===== config.mk =====
export PLATFORM = sky130hd
export DESIGN_NAME = cbus_sram_ctrl
export DESIGN_NICKNAME = d
export VERILOG_FILES = /design/src/rtl/cbus_sram_ctrl.sv
export SDC_FILE = /design/constraint.sdc
export NUM_CORES = 1
export LEC_CHECK = 0
export CAP_MARGIN = 20
export CORE_MARGIN = 5
export CORE_UTILIZATION = 32
export DETAILED_ROUTE_END_ITERATION = 7
export GPL_TIMING_DRIVEN = 0
export PLACE_DENSITY = 0.78
export REMOVE_ABC_BUFFERS = 1
export SLEW_MARGIN = 20
export SYNTH_ARGS = -nofsm -noshare
export SYNTH_HDL_FRONTEND = slang
export SYNTH_SLANG_ARGS = --single-unit

===== constraint.sdc =====
create_clock -name clk -period 3.6 [get_ports clk]
set_input_delay 1.08 -clock clk [delete_from_list [all_inputs] [get_ports clk]]
set_output_delay 1.08 -clock clk [all_outputs]
set_load 0.01 [all_outputs]

===== src/rtl/cbus_sram_ctrl.sv =====
// cbus_sram_ctrl: CBus slave endpoint backed by a single-port synchronous
// SRAM with 1-cycle read latency. Single and burst (1..16 beat) transfers;
// reads stream one beat per cycle after a 2-cycle start-up, writes complete
// one beat per cycle. Burst addresses wrap at the top of the SRAM.
// Optional build macro: CBUS_SRAM_RANGE_CHECK_EN adds out-of-range
// detection (suppressed writes, 32'hDEAD_BEEF read data) and a sticky err port.

package cbus_pkg;
  typedef struct packed {
    logic        valid;
    logic        is_write;
    logic [31:0] addr;
    logic [3:0]  strobe;
    logic [31:0] data;
    logic [3:0]  len;
  } cbus_req_t;

  typedef struct packed {
    logic        ready;
    logic        last;
    logic [31:0] data;
  } cbus_resp_t;
endpackage

module cbus_sram_ctrl
  import cbus_pkg::*;
#(
  parameter int ADDR_BITS = 14
) (
  input  logic                 clk,
  input  logic                 resetn,
  input  cbus_req_t            creq,
  output cbus_resp_t           cresp,
  output logic                 sram_en,
  output logic [3:0]           sram_we,
  output logic [ADDR_BITS-1:0] sram_addr,
  output logic [31:0]          sram_wdata,
  input  logic [31:0]          sram_rdata
`ifdef CBUS_SRAM_RANGE_CHECK_EN
  ,
  output logic                 err
`endif
);

  typedef enum logic [1:0] {IDLE, RADDR, RDATA, WRITE} state_t;

  state_t               state_reg, state_next;
  logic [ADDR_BITS-1:0] base_reg;
  logic [3:0]           len_reg;
  logic [3:0]           cnt_reg;
  logic                 oor_reg;
  logic                 is_last;
  logic [ADDR_BITS-1:0] beat_addr;
  logic [ADDR_BITS-1:0] next_addr;
  logic                 capture;

  // Address bits [1:0] select bytes within a word and are never used.
  logic unused_addr_lsb;
  assign unused_addr_lsb = ^creq.addr[1:0];

  assign capture   = (state_reg == IDLE) && creq.valid;
  assign is_last   = (cnt_reg == len_reg);
  // Natural ADDR_BITS-wide overflow gives the wrap at the top of the SRAM.
  assign beat_addr = base_reg + ADDR_BITS'(cnt_reg);
  assign next_addr = beat_addr + ADDR_BITS'(1);

`ifdef CBUS_SRAM_RANGE_CHECK_EN
  logic oor_in;
  logic err_reg;
  assign oor_in = |creq.addr[31:ADDR_BITS+2];
  assign err    = err_reg;

  // Remember whether the captured request is out of range; err is sticky.
  always_ff @(posedge clk) begin
    if (!resetn) begin
      oor_reg <= 1'b0;
      err_reg <= 1'b0;
    end else if (capture) begin
      oor_reg <= oor_in;
      if (oor_in) err_reg <= 1'b1;
    end
  end
`else
  // Without range checking the upper address bits alias modulo capacity.
  logic unused_addr_msb;
  assign unused_addr_msb = ^creq.addr[31:ADDR_BITS+2];
  assign oor_reg = 1'b0;
`endif

  // State, captured request and beat counter.
  always_ff @(posedge clk) begin
    if (!resetn) begin
      state_reg <= IDLE;
      base_reg  <= '0;
      len_reg   <= '0;
      cnt_reg   <= '0;
    end else begin
      state_reg <= state_next;
      if (capture) begin
        base_reg <= creq.addr[ADDR_BITS+1:2];
        len_reg  <= creq.len;
        cnt_reg  <= '0;
      end else if (state_reg == RDATA || state_reg == WRITE) begin
        cnt_reg <= cnt_reg + 4'd1;
      end
    end
  end

  // Next state and all outputs; everything is held at zero while in reset
  // so no SRAM write can occur during a reset cycle.
  always_comb begin
    state_next = state_reg;
    cresp      = '0;
    sram_en    = 1'b0;
    sram_we    = 4'h0;
    sram_addr  = '0;
    sram_wdata = 32'h0;
    if (resetn) begin
      case (state_reg)
        IDLE: begin
          if (creq.valid) state_next = creq.is_write ? WRITE : RADDR;
        end
        RADDR: begin
          sram_en    = 1'b1;
          sram_addr  = base_reg;
          state_next = RDATA;
        end
        RDATA: begin
          cresp.ready = 1'b1;
          cresp.last  = is_last;
          cresp.data  = oor_reg ? 32'hDEAD_BEEF : sram_rdata;
          if (is_last) begin
            state_next = IDLE;
          end else begin
            // Prefetch the next beat so data streams one beat per cycle.
            sram_en   = 1'b1;
            sram_addr = next_addr;
          end
        end
        WRITE: begin
          sram_en     = 1'b1;
          sram_addr   = beat_addr;
          sram_wdata  = creq.data;
          sram_we     = oor_reg ? 4'h0 : creq.strobe;
          cresp.ready = 1'b1;
          cresp.last  = is_last;
          if (is_last) state_next = IDLE;
        end
        default: state_next = IDLE;
      endcase
    end
  end

endmodule


==> results of run 1 <==
## worst max-delay path: cells and delay by family (launching register included)
kind	cells	cell delay [ps]
AND/OR/NAND/NOR	2	660
buffers and inverters	3	380
flip-flops	1	360
adder cells (fa/ha/maj)	2	360
AO/OA/AOI/OAI	4	800
XOR/XNOR	1	160
## through the flow
step / TNS [ps] / hold WS (ps)
after floorplan: -407 / 457
after global placement: -117250 / 472
after detailed placement: -110450 / 477
after CTS: -4560 / 485
after global routing: -9670 / 506
final: -3780 / 480
## cells by family after synthesis
logic type,synth area share [%]
buffers and inverters,4.91
AO/OA/AOI/OAI,20.2
AND/OR/NAND/NOR,42.1
adder cells (fa/ha/maj),3.56
XOR/XNOR,8.52
multiplexers,2.76
flip-flops,18.0
## path summary, 6_finish.rpt
kind | end | slack [ps] | cells after the start
max | sram_addr[13] | -480 | 12
max reg2reg | cnt_reg[1] | 1600 | 4
min | len_reg[1] | 480 | 2
min reg2reg | len_reg[1] | 480 | 2
## synth_stat cells (3+ instances only)
cell type | n | share of area (%)
clkbuf_1 | 18 | 2.5
xnor2_1 | 17 | 5.6
nand2_1 | 56 | 7.9
ha_1 | 6 | 2.8
o21a_1 | 3 | 0.84
and3_1 | 6 | 1.4
nor2b_1 | 5 | 1.2
nand3_1 | 7 | 1.3
mux2i_1 | 4 | 1.5
a21oi_1 | 8 | 1.5
o21ai_0 | 6 | 1.1
dfxtp_1 | 24 | 18
nor3b_1 | 6 | 1.7
nor3_1 | 4 | 0.75
a22oi_1 | 5 | 1.4
nor2_1 | 28 | 3.9
a21boi_0 | 20 | 5.6
o211ai_1 | 3 | 0.84
xor2_1 | 9 | 2.9
nand4_1 | 5 | 1.2
and2_1 | 73 | 17
nand2b_1 | 5 | 1.2
buf_1 | 3 | 0.42
mux2_2 | 3 | 1.3
inv_1 | 9 | 1.3
o22ai_1 | 4 | 0.94
## cell type report
cell class                 instances  area (um2)
tap                              105         131
fill                             666        2980
clock buffer                       3        41.3
clock inverter                     1        30.0
sequential                        24         489
multi-input combinational        323        2460
timing repair buffer             211        2010
inverter                           9        33.8
## metal layers
metal	part of all wire (%)	GRT usage [%]
met5	0	0
met4	3.3	6.85
met3	8.0	3.58
met2	53	38.8
met1	36	24.1
## timing repair
| item | in CTS | in global routing |
|---|---|---|
| resized for setup | 116 | 29 |
| setup endpoints to repair | 85 | 71 |
| setup buffers | 20 | 17 |
| gates cloned | 1 | 0 |
| hold endpoints to repair | 0 | 0 |
| pin swaps | 36 | 25 |
## power groups by stage
stage               Combinational, mW  Clock (mW)  Sequential (mW)
floorplan                       0.139           0            0.320
global placement                0.306           0            0.332
detailed placement              0.315           0            0.334
CTS                             0.351       0.257            0.331
global route                    0.417       0.268            0.338
finish                          0.391       0.253            0.335
==> impl_results.md, run 1 <==
- Outcome: complete, but fails checks
- Failing checks: setup timing
- Placed cell count: 634
- Vias in the first global route: between 3000 and 4000
- CP startpoint: cnt_reg[0]
- CTS tree: built
- Arr. time, crit path: 3000 ps
- Final WS setup: -476 ps
- Max FO, Critical Path: 5
- Post-CTS Hold Buffers: 0
- Combinational Power Share: 39.9%
- Total grt overflow: 0
- Int Pwr: 0.663 mW
- Hpwl dp: between 8000 and 9000 um
- Initial Util: approximately a third
- Post-DP Area: between 0.004 and 0.005 mm2
- Power, Total: between 0.9 and 1 mW
- Critical-path top delay cell: or4b_4
- Crit Path Category: reg2out
- Final nets: a little under 700
- Port-buffer cells: 174
- Post-Syn Instances: about 380
- Via density: 5.32
- DR WL/cell: roughly 18 um
- Inserted Diodes: 0
- Worst-Skew Late Latency: roughly 290 ps
- Final min period: approximately 4100 ps
- Fraction of registers with async set/reset: 0%
- Sink Count: 24
- RSZ-0062 raised after global routing: yes
- PwrDens: 188 mW/mm2
- Drt pass-1 iters: 5
- Final setup fails: 17
- Final Cell Area: roughly 0.0052 mm2
- Clk_skew: ~5.2 ps
- EDFF count, synth: 0
- Worst rel slew slack: 48.4%
- Worst Max-Slew Pin Slew: ~770 ps
- Reg-to-Reg Start: state_reg[0]
- Root Buffer: clkbuf_8
- Mean Syn Cell Area: around 7.1 um2
- Psw: between 0.3 and 0.4 mW
- Final Hold Viols: 0
- Mapped Area: about 0.0027 mm2
- CP endpoint kind: output port
- DP Worst Slack: -1510 ps
- Vias: between 3000 and 4000
- Most frequent cells in the layout: 160 x clkdlybuf4s50_1, 72 x and2_1, 55 x nand2_1, 30 x buf_4, 23 x nor2_1
- Largest net degree at the start of global routing: 37
- Share of layout cells above drive strength 1: between 20 and 25%
- Critical path cell sequence: ha_4 -> inv_2 -> fa_2 -> nand2b_4 -> or4b_4 -> o211ai_4 -> buf_4 -> o2111ai_4 -> a2111oi_4 -> xnor2_1 -> o22ai_1 -> buf_2
- Setup crit start kind: register
- Clk slew on worst S/H paths: approximately 90 ps
- I/O Pins: between 150 and 200
- Synth Flop Type: dfxtp_1
- Number of flip-flops in the largest register: 14
- Commonest non-fill, non-tap cell in the layout: clkdlybuf4s50_1
- Fmax: around 250 MHz
- Seq pwr share: 34.2%
- Placer congestion estimate: 0.853
- Max Transition Viols Final: 0
- Die Y-Extent: a little over 100 um
- Die Area: 0.0103 mm2
- CP required: ~2500 ps
- Max IR drop VDD: ~0.00023 V
- Row cnt: 33
- Antenna-violating nets left: 0
- Area Growth Syn to Fin: 94.4%
- Yosys warnings: 0
- Clk pwr share: about a quarter
- Core Footprint: between 0.008 and 0.009 mm2
- Yosys cell types: 59
- Worst path max stage delay: approximately 490 ps
- Non-filler cells, final: between 600 and 700
- Routed wire length: 12300 um
- Initial antenna violation count: 0
- Num CTS Buffers: 3
- Clk buf depth: 2
- Yosys reg bits: 24
- H-Tree Depth: 1
- HP Class: reg2reg
- Register area share after synthesis: approximately 18%
- First-pass GRT wire length: roughly 17000 um
- LEAKAGE: ~1.9 nW
- Final Util: roughly 64%
- # DRC: 0
- Worst Min Path Start: len_reg[1]
- Die Wd: 101 um
- All-Layer GR Usage: a little over a fifth
- Initial DRC count: approximately 290
- MaxCap Viol Count: 0
- Fin crit share: 113%
- Sw Ratio: 32.3%
No activity file was read; power rests on OpenSTA's default activity.
==> run 2: changes to the inputs <==
Settings changed: CORE_MARGIN 5 to not set.
==> run 2 against run 1 <==
The run still ends with setup timing left. Via count increased by 2.9%. Non-clock buffer count increased by 4. Register-to-register slack improved by 150 ps. Critical path depth unchanged. Sequential power about the same. Sequential cell count unchanged. Die area decreased by 15%. Worst setup slack got worse by 65 ps. Sequential share of layout area about the same. Highest routed layer unchanged.
==> impl_results.md, run 2 (synthesis gave the netlist of run 1 again) <==
- Outcome: complete, but fails checks
- Failing checks: setup timing
- CP required: 2520 ps (about the same)
- Num CTS Buffers: 3 (unchanged)
- Setup TNS: -4220 ps (-446 ps)
- Hold_ws: 479 ps (-1.01 ps)
- Fmax: 241 MHz (-1.6%)
- Final nets: 691 (+0.58%)
- Vias in the first global route: 3251 (-3.7%)
- Final min period: 4140 ps (+64.8 ps)
- Placer congestion estimate: 0.892 (+4.6%)
- Max IR drop VDD: 0.000138 V (-39%)
- # DRC: 0 (unchanged)
- Post-CTS Hold Buffers: 0 (unchanged)
- Psw: 0.316 mW (about the same)
- Share of layout cells above drive strength 1: 21.4% (+1.1 points)
- Hpwl dp: 8570 um (+1.5%)
- Row cnt: 32 (-3.0%)
- Setup crit start kind: register
- Inserted Diodes: 0 (unchanged)
- Commonest non-fill, non-tap cell in the layout: clkdlybuf4s50_1
- Clk buf depth: 2 (unchanged)
- Max Transition Viols Final: 0 (unchanged)
- Clk_skew: 11.9 ps (+6.73 ps)
- Die Area: 0.00873 mm2 (-15%)
- Combinational Power Share: 40.2% (+0.3 points)
- RSZ-0062 raised after global routing: yes
- All-Layer GR Usage: 26.5% (+5.6 points)
- Sw Ratio: 32.2% (-0.11 points)
- MaxCap Viol Count: 0 (unchanged)
- Final setup fails: 11 (-6)
- CP Depth: 12 (unchanged)
- Sink Count: 24 (unchanged)
- Total grt overflow: 0 (unchanged)
- Port-buffer cells: 174 (unchanged)
- Final Hold Viols: 0 (unchanged)
- Drt pass-1 iters: 5 (unchanged)
- Critical path cell sequence: ha_4 -> inv_2 -> fa_2 -> nand2b_4 -> or4b_4 -> o211ai_4 -> o211ai_1 -> nor2_1 -> buf_4 -> xnor2_1 -> o22ai_1 -> buf_2
- Int Pwr: 0.667 mW (+0.61%)
- Seq pwr share: 34.2% (about the same)
- Die Wd: 93.4 um (-7.9%)
- Clk slew on worst S/H paths: 100 ps (about the same)
- Worst path buffer plus inverter count: 3 (unchanged)
- Routed wire length: 12900 um (+5.0%)
- Max FO, Critical Path: 5 (unchanged)
- Worst-Skew Late Latency: 290 ps (about the same)
- Root Buffer: clkbuf_8
- Worst path max stage delay: 480 ps (about the same)
- PwrDens: 186 mW/mm2 (-0.99%)
- Antenna-violating nets left: 0 (unchanged)
- First-pass GRT wire length: 17800 um (+2.3%)
- Clk pwr share: 25.6% (-0.3 points)
- Largest net degree at the start of global routing: 37 (unchanged)
- Arr. time, crit path: 3060 ps (+60 ps)
- Initial antenna violation count: 0 (unchanged)
- DR WL/cell: 19.1 um (+4.9%)
- Worst Max-Slew Pin Slew: 753 ps (-21.9 ps)
- Number of flip-flops in the largest register: 14 (unchanged)
- Die Y-Extent: 93.4 um (-7.9%)
- Critical-path top delay cell: or4b_4
- Reg2Reg Depth: 4 (unchanged)
- Fin crit share: 115% (+1.8 points)
- H-Tree Depth: 1 (unchanged)
- Crit Path Category: reg2out
- Via density: 5.47 (+2.7%)
- HP Class: reg2reg
- LEAKAGE: 1.91 nW (+0.40%)
- Vias: 3700 (+2.9%)
- Hold Path Stages: 2 (unchanged)
- Initial Util: 33.9% (+1.2 points)
- Most frequent cells in the layout: 160 x clkdlybuf4s50_1, 72 x and2_1, 55 x nand2_1, 31 x buf_4, 24 x nor2_1
- Worst rel slew slack: 49.8% (+1.5 points)
- Area Growth Syn to Fin: 97.2%
- Final WS setup: -541 ps (-64.8 ps)
- CP endpoint kind: output port
- CP delay by family, top: simple AND/OR/NAND/NOR gates
- Initial DRC count: 292 (+1.0%)
- CTS tree: built
- Core Footprint: 0.00789 mm2 (-3.5%)
- I/O Pins: 193 (unchanged)
run 2: path summary, 6_finish.rpt:
path / start / end / slack (ps)
setup reg to reg: state_reg[1] / base_reg[8] / 1750
hold / removal: len_reg[3] / len_reg[3] / 480
setup / recovery: cnt_reg[0] / sram_addr[8] / -540
hold reg to reg: len_reg[3] / len_reg[3] / 480
run 2: per-layer routing:
| layer | track usage [%] | wire (um) | vias up |
|---|---|---|---|
| li1 | - | - | 1693 |
| met1 | 31.3 | 4740 | 1759 |
| met2 | 47.7 | 6530 | 199 |
| met3 | 4.55 | 952 | 49 |
| met4 | 9.62 | 718 | 0 |
| met5 | 0 | 0 | - |
run 2: power by group through the flow:
stage               Combinational [mW]  Clock, mW  Sequential (mW)
CTS                              0.353      0.253            0.331
global placement                 0.308          0            0.332
finish                           0.395      0.252            0.336
detailed placement               0.314          0            0.334
floorplan                        0.139          0            0.320
global route                     0.424      0.262            0.340
run 2: area by class of cell:
cell class / count / area [um2]
Timing Repair Buffer: 215 / 2070
Tap cell: 102 / 128
Inverter: 9 / 33.8
Sequential cell: 24 / 494
Fill cell: 618 / 2620
Clock inverter: 1 / 30.0
Clock buffer: 3 / 41.3
Multi-Input combinational cell: 323 / 2480
run 2: worst reg2reg max path, cell delays in order, from the launching register on:
cell and delay (ps):
dfxtp_2 710, nor2_1 130, nand2_1 540, nand2_1 150, a21boi_0 220
run 2: through the flow:
stage,area [um2],cells,setup WS (ps),power (mW),util (%)
final,5270,677,-541,0.983,66.8
after global routing,5270,677,-590,1.03,66.8
after CTS,4950,660,-423,0.937,62.8
after detailed placement,4450,631,-1540,0.648,56.4
after global placement,4450,631,-1850,0.640,56.4
after floorplan,2580,355,-214,0.459,-
run 2: repair_timing:
item / in CTS / in global routing
resized for setup: 116 / 36
setup endpoints to repair: 85 / 76
pin swaps: 32 / 35
gates cloned: 1 / 0
setup buffers: 24 / 19
